[config.mk]
export PLATFORM = sky130hd
export DESIGN_NAME = fft_sdf_ctrl
export DESIGN_NICKNAME = d
export VERILOG_FILES = /design/src/rtl/fft_sdf_ctrl.sv
export SDC_FILE = /design/constraint.sdc
export NUM_CORES = 1
export LEC_CHECK = 0
export ABC_AREA = 0
export CAP_MARGIN = 5
export CORE_MARGIN = 2
export CORE_UTILIZATION = 35
export DETAILED_ROUTE_END_ITERATION = 7
export DONT_BUFFER_PORTS = 1
export HOLD_SLACK_MARGIN = 0.15
export PLACE_DENSITY = 0.47
export SLEW_MARGIN = 10
export SYNTH_ARGS = -nofsm -noshare
export SYNTH_HDL_FRONTEND = slang
export SYNTH_SLANG_ARGS = --single-unit
[constraint.sdc]
create_clock -name clk -period 2.04 [get_ports clk]
set_clock_uncertainty 0.1 [all_clocks]
set_input_delay 0.408 -clock clk [delete_from_list [all_inputs] [get_ports clk]]
set_output_delay 0.408 -clock clk [all_outputs]
set_load 0.005 [all_outputs]
[src/rtl/fft_sdf_ctrl.sv]
// fft_sdf_ctrl: frame sequencer for a radix-2 SDF FFT pipeline; admits frames, drains, realigns stages and tags outputs.
module fft_sdf_ctrl #(
  parameter int N_POINT  = 16,
  parameter int LOG2N    = 4,
  parameter int PIPE_LAT = 19
) (
  input  logic             clk,
  input  logic             rst,
  input  logic             in_valid,
  output logic             in_ready,
  output logic             cnt_en,
  output logic             pipe_clr,
  output logic             out_valid,
  output logic [LOG2N-1:0] out_index,
  output logic             out_first,
  output logic             out_last,
  output logic             frame_err,
  output logic [7:0]       frame_cnt
);
  typedef enum logic [1:0] {IDLE, ACTIVE, DRAIN, CLEAR} state_t;
  state_t               state_q, state_d, st;
  logic [LOG2N-1:0]     in_cnt_q, in_cnt_d, k_q, k_d;
  logic [5:0]           drain_q, drain_d, dc;
  logic                 abort_q, abort_d, acc;
  logic [PIPE_LAT-1:0]  sr_q, sr_d;
  logic [7:0]           frame_cnt_q, frame_cnt_d;
  always_comb begin
    // A frame boundary with no follow-on sample is already the first drain cycle, so ready drops immediately.
    st = (state_q == ACTIVE && in_cnt_q == '0 && !in_valid) ? DRAIN : state_q;
    dc = (state_q == DRAIN) ? drain_q : '0;
    in_ready = st == IDLE || st == ACTIVE;
    cnt_en = (st == IDLE && in_valid) || st == ACTIVE || st == DRAIN;
    acc = in_valid && in_ready;
    state_d = st;
    abort_d = 1'b0;
    drain_d = '0;
    if (st == IDLE && in_valid) state_d = ACTIVE;
    if (st == ACTIVE && !in_valid) begin
      state_d = CLEAR;
      abort_d = 1'b1;
    end
    if (st == DRAIN) begin
      drain_d = dc + 6'd1;
      state_d = (dc == 6'(PIPE_LAT - 1)) ? CLEAR : DRAIN;
    end
    if (st == CLEAR) state_d = IDLE;
    in_cnt_d = (state_d == CLEAR) ? '0 : in_cnt_q + LOG2N'(acc);
    sr_d = (state_d == CLEAR) ? '0 : (sr_q << 1) | PIPE_LAT'(acc);
    out_valid = sr_q[PIPE_LAT-1];
    k_d = (state_d == CLEAR) ? '0 : k_q + LOG2N'(out_valid);
    out_first = out_valid && k_q == '0;
    out_last = out_valid && k_q == LOG2N'(N_POINT - 1);
    frame_cnt_d = frame_cnt_q + 8'(out_last);
    frame_cnt = frame_cnt_q;
    pipe_clr = state_q == CLEAR;
    frame_err = pipe_clr && abort_q;
    out_index = '0;
    for (int i = 0; i < LOG2N; i++) out_index[i] = out_valid & k_q[LOG2N-1-i];
  end
  always_ff @(posedge clk) begin
    if (rst) begin
      state_q     <= IDLE;
      in_cnt_q    <= '0;
      k_q         <= '0;
      drain_q     <= '0;
      abort_q     <= 1'b0;
      sr_q        <= '0;
      frame_cnt_q <= '0;
    end else begin
      state_q     <= state_d;
      in_cnt_q    <= in_cnt_d;
      k_q         <= k_d;
      drain_q     <= drain_d;
      abort_q     <= abort_d;
      sr_q        <= sr_d;
      frame_cnt_q <= frame_cnt_d;
    end
  end
endmodule

Word level (Yosys, flattened, before mapping) --
Cells that the tools add are included.
Word-level totals: output and inout port bits 19, bits in registers 44, bits of input ports 3, logic and storage cells 51
Cells by class: add/subtract/negate cells 4, bitwise operators 6, equal/unequal tests 9, reductions and logical operators 17, mux-type cells 8
Operators with widths (count):
- $or 19x1->19 | 1
- $eq 2x2->1 const B | 5
- $mux 2 | 5
- $add 4x1->4 | 2
- $add 8x1->8 | 1
- $logic_and 1x1->1 | 8
- $logic_not 4->1 | 2
- $add 6x1->6 const B | 1
- $eq 6x5->1 const B | 1
- $mux 6 | 1
- $and 1x1->1 | 4
- $eq 2x1->1 const B | 2
- $eq 4x4->1 const B | 1
- $reduce_or 2->1 | 2
- $logic_or 1x1->1 | 3
- $logic_not 2->1 | 1
- $mux 1 | 2
- $logic_not 1->1 | 1
- $not 1->1 | 1

Logic depth before layout (Yosys ltp) --
Gate-level depths: netlist of the first run.
depth in word-level cells 12, depth in mapped cells 8, gate-level depth less buffers 7

Worst setup path before layout of the first run --
Ideal clock, no wire load.
kind register to register, from reg sr_q[18], to reg frame_cnt_q[7] (netlist: frame_cnt[7]), setup time 71 ps, path buffers 0, arrival time 1821 ps, data required time 1869 ps, clock period less this slack 1991 ps, cell stages (with the launch flop) 7, path slack 49 ps, cells stage by stage dfxtp_1 -> and2_1 -> and4_1 -> ha_1 -> nand3_1 -> or4b_2 -> a21oi_1
On the way: longest elaborated chain between the ends 2
Ends and longest elaborated chain:
- from (decl) | line 25 | logic [PIPE_LAT-1:0] sr_q, sr_d;
- from (signal assigned) | line 75 | sr_q <= sr_d;
- $logic_and 1x1->1 | line 52 | out_last = out_valid && k_q == LOG2N'(N_POINT - 1);
- via out_last | line 16 | output logic out_last,
- $add 8x1->8 | line 53 | frame_cnt_d = frame_cnt_q + 8'(out_last);
- to (signal assigned) | line 76 | frame_cnt_q <= frame_cnt_d;
- to (decl) | line 26 | logic [7:0] frame_cnt_q, frame_cnt_d;
The timed path passes the listed nets, and every way through them passes these cells. A chain may end at the register's enable or synchronous reset.

Final worst setup path of the first run --
from reg k_q[3], to reg frame_cnt_q[0] (netlist: frame_cnt[0])
On the way: longest elaborated chain between the ends 3
Ends and longest elaborated chain:
- from (decl) | line 22 | logic [LOG2N-1:0] in_cnt_q, in_cnt_d, k_q, k_d;
- from (signal assigned) | line 72 | k_q <= k_d;
- $eq 4x4->1 | line 52
- $logic_and 1x1->1 | line 52
- $add 8x1->8 | line 53
- via frame_cnt_d[0] | line 26
The timed path passes the listed nets, and every way through them passes these cells.

==> results of run 1 <==
through the flow:
step | hold slack, ns | power, mW | utilization | instance area (um^2) | std cells
CTS | 0.0607 | 1.54 | 0.420 | 1980 | 247
floorplan | 0.340 | 0.961 | - | 1720 | 165
detailed placement | 0.346 | 0.977 | 0.385 | 1820 | 232
finish | 0.272 | 1.52 | 0.425 | 2010 | 248
global placement | 0.344 | 0.975 | 0.385 | 1820 | 232
global route | 0.283 | 1.60 | 0.425 | 2010 | 248
kinds of logic (layout without fill, tap and decap cells):
family,after synthesis,in the layout,synth area share
AND/OR/NAND/NOR,76,76,0.276
flip-flops,44,44,0.512
AO/OA/AOI/OAI,16,16,0.0662
buffers and inverters,12,28,0.0414
XOR/XNOR,9,9,0.0458
adder cells (fa/ha/maj),8,8,0.0582
worst min-delay path by stage:
stage	start	endpoint	cells after the start
floorplan	sr_q[15]$_SDFF_PP0_	sr_q[16]$_SDFF_PP0_	1
global placement	sr_q[13]$_SDFF_PP0_	sr_q[14]$_SDFF_PP0_	1
detailed placement	sr_q[3]$_SDFF_PP0_	sr_q[4]$_SDFF_PP0_	1
CTS	rst	frame_cnt[7]$_SDFF_PP0_	1
global route	in_valid	state_q[0]$_SDFF_PP0_	2
finish	in_valid	state_q[0]$_SDFF_PP0_	2
area by class of cell:
| class | count | area (um^2) |
|---|---|---|
| fillers | 475 | 2710 |
| flip-flops and latches | 44 | 883 |
| multi-input cells | 109 | 781 |
| repair buffers | 16 | 153 |
| clock buffers | 7 | 86.3 |
| well taps | 67 | 83.8 |
| inverters | 4 | 15.0 |
| clock inverters | 1 | 7.51 |
cells in the final DEF (no fill, tap or decap), types with 5 or more instances in the layout:
master	synthesis	final
clkbuf_8	0	6
nor2_1	7	7
nand2_1	5	5
nor3b_1	21	21
a21oi_1	6	5
dlygate4sd3_1	0	8
ha_1	8	7
nor3_1	8	8
and2_1	6	6
dfxtp_1	44	42
nand3_1	9	9
buf_4	0	7
xor2_1	6	6
power by group:
part / internal (mW) / leakage, nW / total, mW / switching [mW]
registers: 0.871 / 0.357 / 0.880 / 0.00901
clock network: 0.275 / 0.0445 / 0.551 / 0.276
logic: 0.0403 / 0.358 / 0.0865 / 0.0462
sequential cells by signal, summed over array words and instances, names as in the netlist:
name and cells:
abort_q 1, drain_q 6, frame_cnt 8, in_cnt_q 4, k_q 4, sr_q 19, state_q 2
per-layer routing:
metal  wire (um)  GRT usage
met1        1460      0.144
met2        1530      0.205
met3         137     0.0339
met4          61     0.0667
met5           0          0
timing repair:
item | 4_1_cts | 5_1_grt
endpoints found under the hold margin | 18 | 11
resized for setup | 0 | 6
setup endpoints to repair | 0 | 22
hold buffers | 7 | 1
critical path: stages, from the launching register on:
cell and delay, ns:
dfxtp_2 0.35, and2_1 0.15, and4_4 0.24, ha_2 0.27, nor2b_1 0.13, dlygate4sd3_1 0.55
cell usage after synthesis (all sizes together):
master | instances | share of area
nand2b | 3 | 0.011
and3 | 1 | 0.0036
ha | 8 | 0.058
and4 | 1 | 0.0051
nand3 | 9 | 0.026
a31oi | 2 | 0.0073
or4b | 1 | 0.0058
nand4 | 1 | 0.0036
nor3 | 8 | 0.023
a311oi | 1 | 0.0051
nor4 | 2 | 0.0073
nor2b | 2 | 0.0073
nor3b | 22 | 0.099
nand2 | 5 | 0.011
and2b | 1 | 0.0044
or3 | 3 | 0.011
buf | 5 | 0.025
o21ai | 4 | 0.012
xor2 | 6 | 0.031
inv | 4 | 0.0087
a21oi | 6 | 0.017
xnor2 | 3 | 0.015
o41ai | 1 | 0.016
clkbuf | 3 | 0.0073
or3b | 3 | 0.017
a211oi | 2 | 0.0087
nor2 | 7 | 0.015
and2 | 6 | 0.022
or4 | 1 | 0.0044
dfxtp | 44 | 0.51
==> metrics.md, run 1 <==
| Metric | Value |
|---|---|
| Crit path from | `k_q[3]$_SDFF_PP0_` |
| Final hold vios | `0` |
| Share of cells above drive strength 1 | `0.144` |
| VDD IR max | `0.000311 V` |
| # H-tree levels | `2` |
| RSZ-0062 raised after global routing | `false` |
| Slew headroom | `0.689` |
| Place WS | `0.0263 ns` |
| Final worst slack | `0.149 ns` |
| Port buffer count | `0` |
| PD cells | `755 nW/um^2` |
| Avg Cell Area, Syn | `10.4 um^2` |
| Sink Count | `44` |
| Wire length per cell | `12.9 um` |
| Drt first pass iters | `3` |
| Post-CTS Repair Setup Buffers | `0` |
| Setup TNS | `0 ns` |
| Vias in the first global route | `1159` |
| Die X-Extent | `74.1 um` |
| Grt ovf | `0` |
| Arrival time of the worst setup path | `1.97 ns` |
| Final setup viols | `0` |
| Critical path class | `reg2reg` |
| CP Max Fanout | `3` |
| Mapped Nets | `176` |
| Clock Latency Late Sink | `0.29 ns` |
| Top Ports | `22` |
| CTS Buf Count | `5` |
| HP Class | `in2reg` |
| HPWL Detailed | `2090 um` |
| CP Capture Type | `register` |
| Leakage | `0.759 nW` |
| Mapped Area | `1720 um^2` |
| Flops & latches, synth | `44` |
| Die area | `5490 um^2` |
| Sequential fraction of the synthesis area | `0.512` |
| Number of antenna-violating nets in the routed design | `0` |
| Fin crit share | `0.927` |
| Die height | `74.1 um` |
| Vias after detailed routing | `1199` |
| Gpl congestion | `0.719` |
| Syn Inst Count | `165` |
| First-pass GRT wire length | `5060 um` |
| R2R setup slack | `0.15 ns` |
| CP endpoint | `frame_cnt[0]$_SDFF_PP0_` |
| Status | `finished clean` |
| CTS max path bufs | `2` |
| Core footprint | `4720 um^2` |
| Final Max Slew Viols | `0` |
| Largest net degree at the start of global routing | `27` |
| Area grow syn2layout | `16.8%` |
| Worst reg-to-reg path cell count | `5` |
| WP data required | `2.12 ns` |
| Minimum clock period | `1.89 ns` |
| Ant diodes | `0` |
| DR vias/cell | `4.83` |
| Final wirelength | `3190 um` |
| Fmax | `529 MHz` |
| Max-cap violations | `0` |
| Startpoint Class | `register` |
| Starting Density | `0.364` |
| Tightest Pin Transition | `0.465 ns` |
| Final net count | `191` |
| Clock slew at reported path FFs | `0.08 ns` |
| Ys Warns | `0` |
| R2R Path End | `frame_cnt[0]$_SDFF_PP0_` |
| Drt drc | `0` |
| CTS tree | `built` |
| All-Layer GR Usage | `0.123` |
| Root Buffer | `clkbuf_8` |
| Initial antenna violation count | `0` |
| Reg-to-reg startpoint | `k_q[3]$_SDFF_PP0_` |
| Detailed Route Iter0 Violations | `53` |
| Rows | `25` |
| Netlist cell types | `34` |
Note: power is estimated with default switching activity, not from simulation.
==> run 2, diff against run 1 <==
CTS_CLUSTER_DIAMETER = 60   (was not set)
PLACE_DENSITY = 0.57   (was 0.47)
==> metrics.md, run 2 (synthesis results as in run 1) <==
| Metric | Value |
|---|---|
| Status | `finished clean` |
| Share of cells above drive strength 1 | `0.133 (-0.0103)` |
| Root Buffer | `clkbuf_8` |
| Detailed Route Iter0 Violations | `30 (-43%)` |
| Ant diodes | `0 (unchanged)` |
| Max-cap violations | `0 (unchanged)` |
| Final setup viols | `0 (unchanged)` |
| Wire length per cell | `12.9 um (about the same)` |
| Critical path class | `reg2reg` |
| Largest net degree at the start of global routing | `27 (unchanged)` |
| Hold Path Stages | `2 (unchanged)` |
| Die area | `5490 um^2 (unchanged)` |
| Core footprint | `4720 um^2 (unchanged)` |
| DR vias/cell | `4.92 (+1.7%)` |
| Final worst slack | `0.119 ns (-0.0303 ns)` |
| Final wirelength | `3180 um (-0.35%)` |
| HPWL Detailed | `2040 um (-2.5%)` |
| VDD IR max | `0.000473 V (+52%)` |
| Drt first pass iters | `4 (+1)` |
| Worst reg-to-reg path cell count | `6 (+1)` |
| Number of antenna-violating nets in the routed design | `0 (unchanged)` |
| Final net count | `190 (-0.52%)` |
| Fill cell count | `461 (-2.9%)` |
| Drt drc | `0 (unchanged)` |
| Clock slew at reported path FFs | `0.09 ns (about the same)` |
| R2R setup slack | `0.12 ns (-0.03 ns)` |
| Starting Density | `0.364 (unchanged)` |
| CP Max Fanout | `3 (unchanged)` |
| CP Capture Type | `register` |
| FF/Latch Area | `882 um^2 (-0.14%)` |
| CTS tree | `built` |
| Grt ovf | `0 (unchanged)` |
| Setup TNS | `0 ns (unchanged)` |
| Tightest Pin Transition | `0.458 ns (-0.00664 ns)` |
| Top Ports | `22 (unchanged)` |
| Placed Area | `1810 um^2 (-0.41%)` |
| Initial antenna violation count | `0 (unchanged)` |
| PD cells | `813 nW/um^2 (+7.6%)` |
| Rows | `25 (unchanged)` |
| Place WS | `0.0416 ns (+0.0153 ns)` |
| RSZ-0062 raised after global routing | `false` |
| Die X-Extent | `74.1 um (unchanged)` |
| Slew headroom | `0.694 (+0.00444)` |
| Area of the multi-input gates | `783 um^2 (+0.32%)` |
| Area grow syn2layout | `17.7%` |
| Most flops, register | `sr_q` |
| Fin util | `0.429 (+0.00318)` |
| Most common cell after layout, fill and taps aside | `dfxtp_1` |
| Final Cell Area | `2020 um^2 (+0.75%)` |
| WP data required | `2.17 ns (+0.05 ns)` |
| CP cell instances | `and2_1 -> and4_4 -> ha_4 -> nand3_1 -> or4b_2 -> a21oi_1` |
| Arrival time of the worst setup path | `2.05 ns (+0.08 ns)` |
| CTS Buf Count | `5 (unchanged)` |
| Post-CTS Repair Setup Buffers | `0 (unchanged)` |
| Minimum clock period | `1.92 ns (+0.0303 ns)` |
| Most frequent cells in the layout | `43 x dfxtp_1, 21 x nor3b_1, 9 x nand3_1` |
| Leakage | `0.763 nW (+0.52%)` |
| CTS max path bufs | `2 (unchanged)` |
| # H-tree levels | `2 (unchanged)` |
| CP max-delay cell | `or4b_2` |
| First-pass GRT wire length | `5340 um (+5.6%)` |
| Vias in the first global route | `1235 (+6.6%)` |
| Fmax | `520 MHz (-1.6%)` |
| Vias after detailed routing | `1215 (+1.3%)` |
| Final hold vios | `0 (unchanged)` |
| HP Class | `in2reg` |
| Port buffer count | `0 (unchanged)` |
| Fin crit share | `0.942 (+0.0149)` |
| All-Layer GR Usage | `0.128 (+0.00490)` |
| Die height | `74.1 um (unchanged)` |
| Clock Latency Late Sink | `0.30 ns (about the same)` |
| Sink Count | `44 (unchanged)` |
| Gpl congestion | `0.868 (+21%)` |
| Max reg flops | `19 (unchanged)` |
| Startpoint Class | `register` |
| Final Max Slew Viols | `0 (unchanged)` |
| Max incr delay on CP | `0.61 ns (+0.06 ns)` |
## run 2: critical path, delay by kind of cell (launching register included)
kind            cells  cell delay, ns
flops               1            0.35
compound gates      1            0.16
fa+ha+maj           1            0.14
simple gates        4            1.09
## run 2: repair_timing
item,in CTS,in global routing
hold endpoints to repair,18,11
hold buffers,7,1
gates resized for setup,0,4
setup endpoints to repair,0,1
## run 2: worst paths after layout
kind                            from                      end
hold reg to reg   sr_q[8]$_SDFF_PP0_       sr_q[9]$_SDFF_PP0_
hold / removal              in_valid    state_q[0]$_SDFF_PP0_
setup reg to reg   k_q[3]$_SDFF_PP0_  frame_cnt[7]$_SDFF_PP0_
setup / recovery   k_q[3]$_SDFF_PP0_  frame_cnt[7]$_SDFF_PP0_
## run 2: cell type report
type | instances | area share
Sequential cell | 44 | 0.436
Multi-Input combinational cell | 109 | 0.387
Clock buffer | 5 | 0.0340
Clock inverter | 3 | 0.0229
Inverter | 4 | 0.00742
Timing Repair Buffer | 15 | 0.0717
Tap cell | 67 | 0.0414
## run 2: power by group
group | switching, mW | total, mW | internal [mW]
sequential | 0.0107 | 0.882 | 0.871
clock | 0.314 | 0.683 | 0.369
combinational | 0.0419 | 0.0804 | 0.0384
## run 2: routing by layer
layer,GRT usage,share of wire,vias to the layer above
met5,0,0,-
met4,0.0788,0.024,0
met1,0.138,0.44,575
li1,-,-,604
met3,0.0515,0.075,8
met2,0.211,0.46,28
## run 2: through the flow
stage	power, mW	std cells	hold slack, ns
2_1_floorplan	0.961	165	0.340
3_3_place_gp	0.969	231	0.348
3_5_place_dp	0.973	231	0.349
4_1_cts	1.66	246	0.0575
5_1_grt	1.71	247	0.270
6_report	1.64	247	0.237
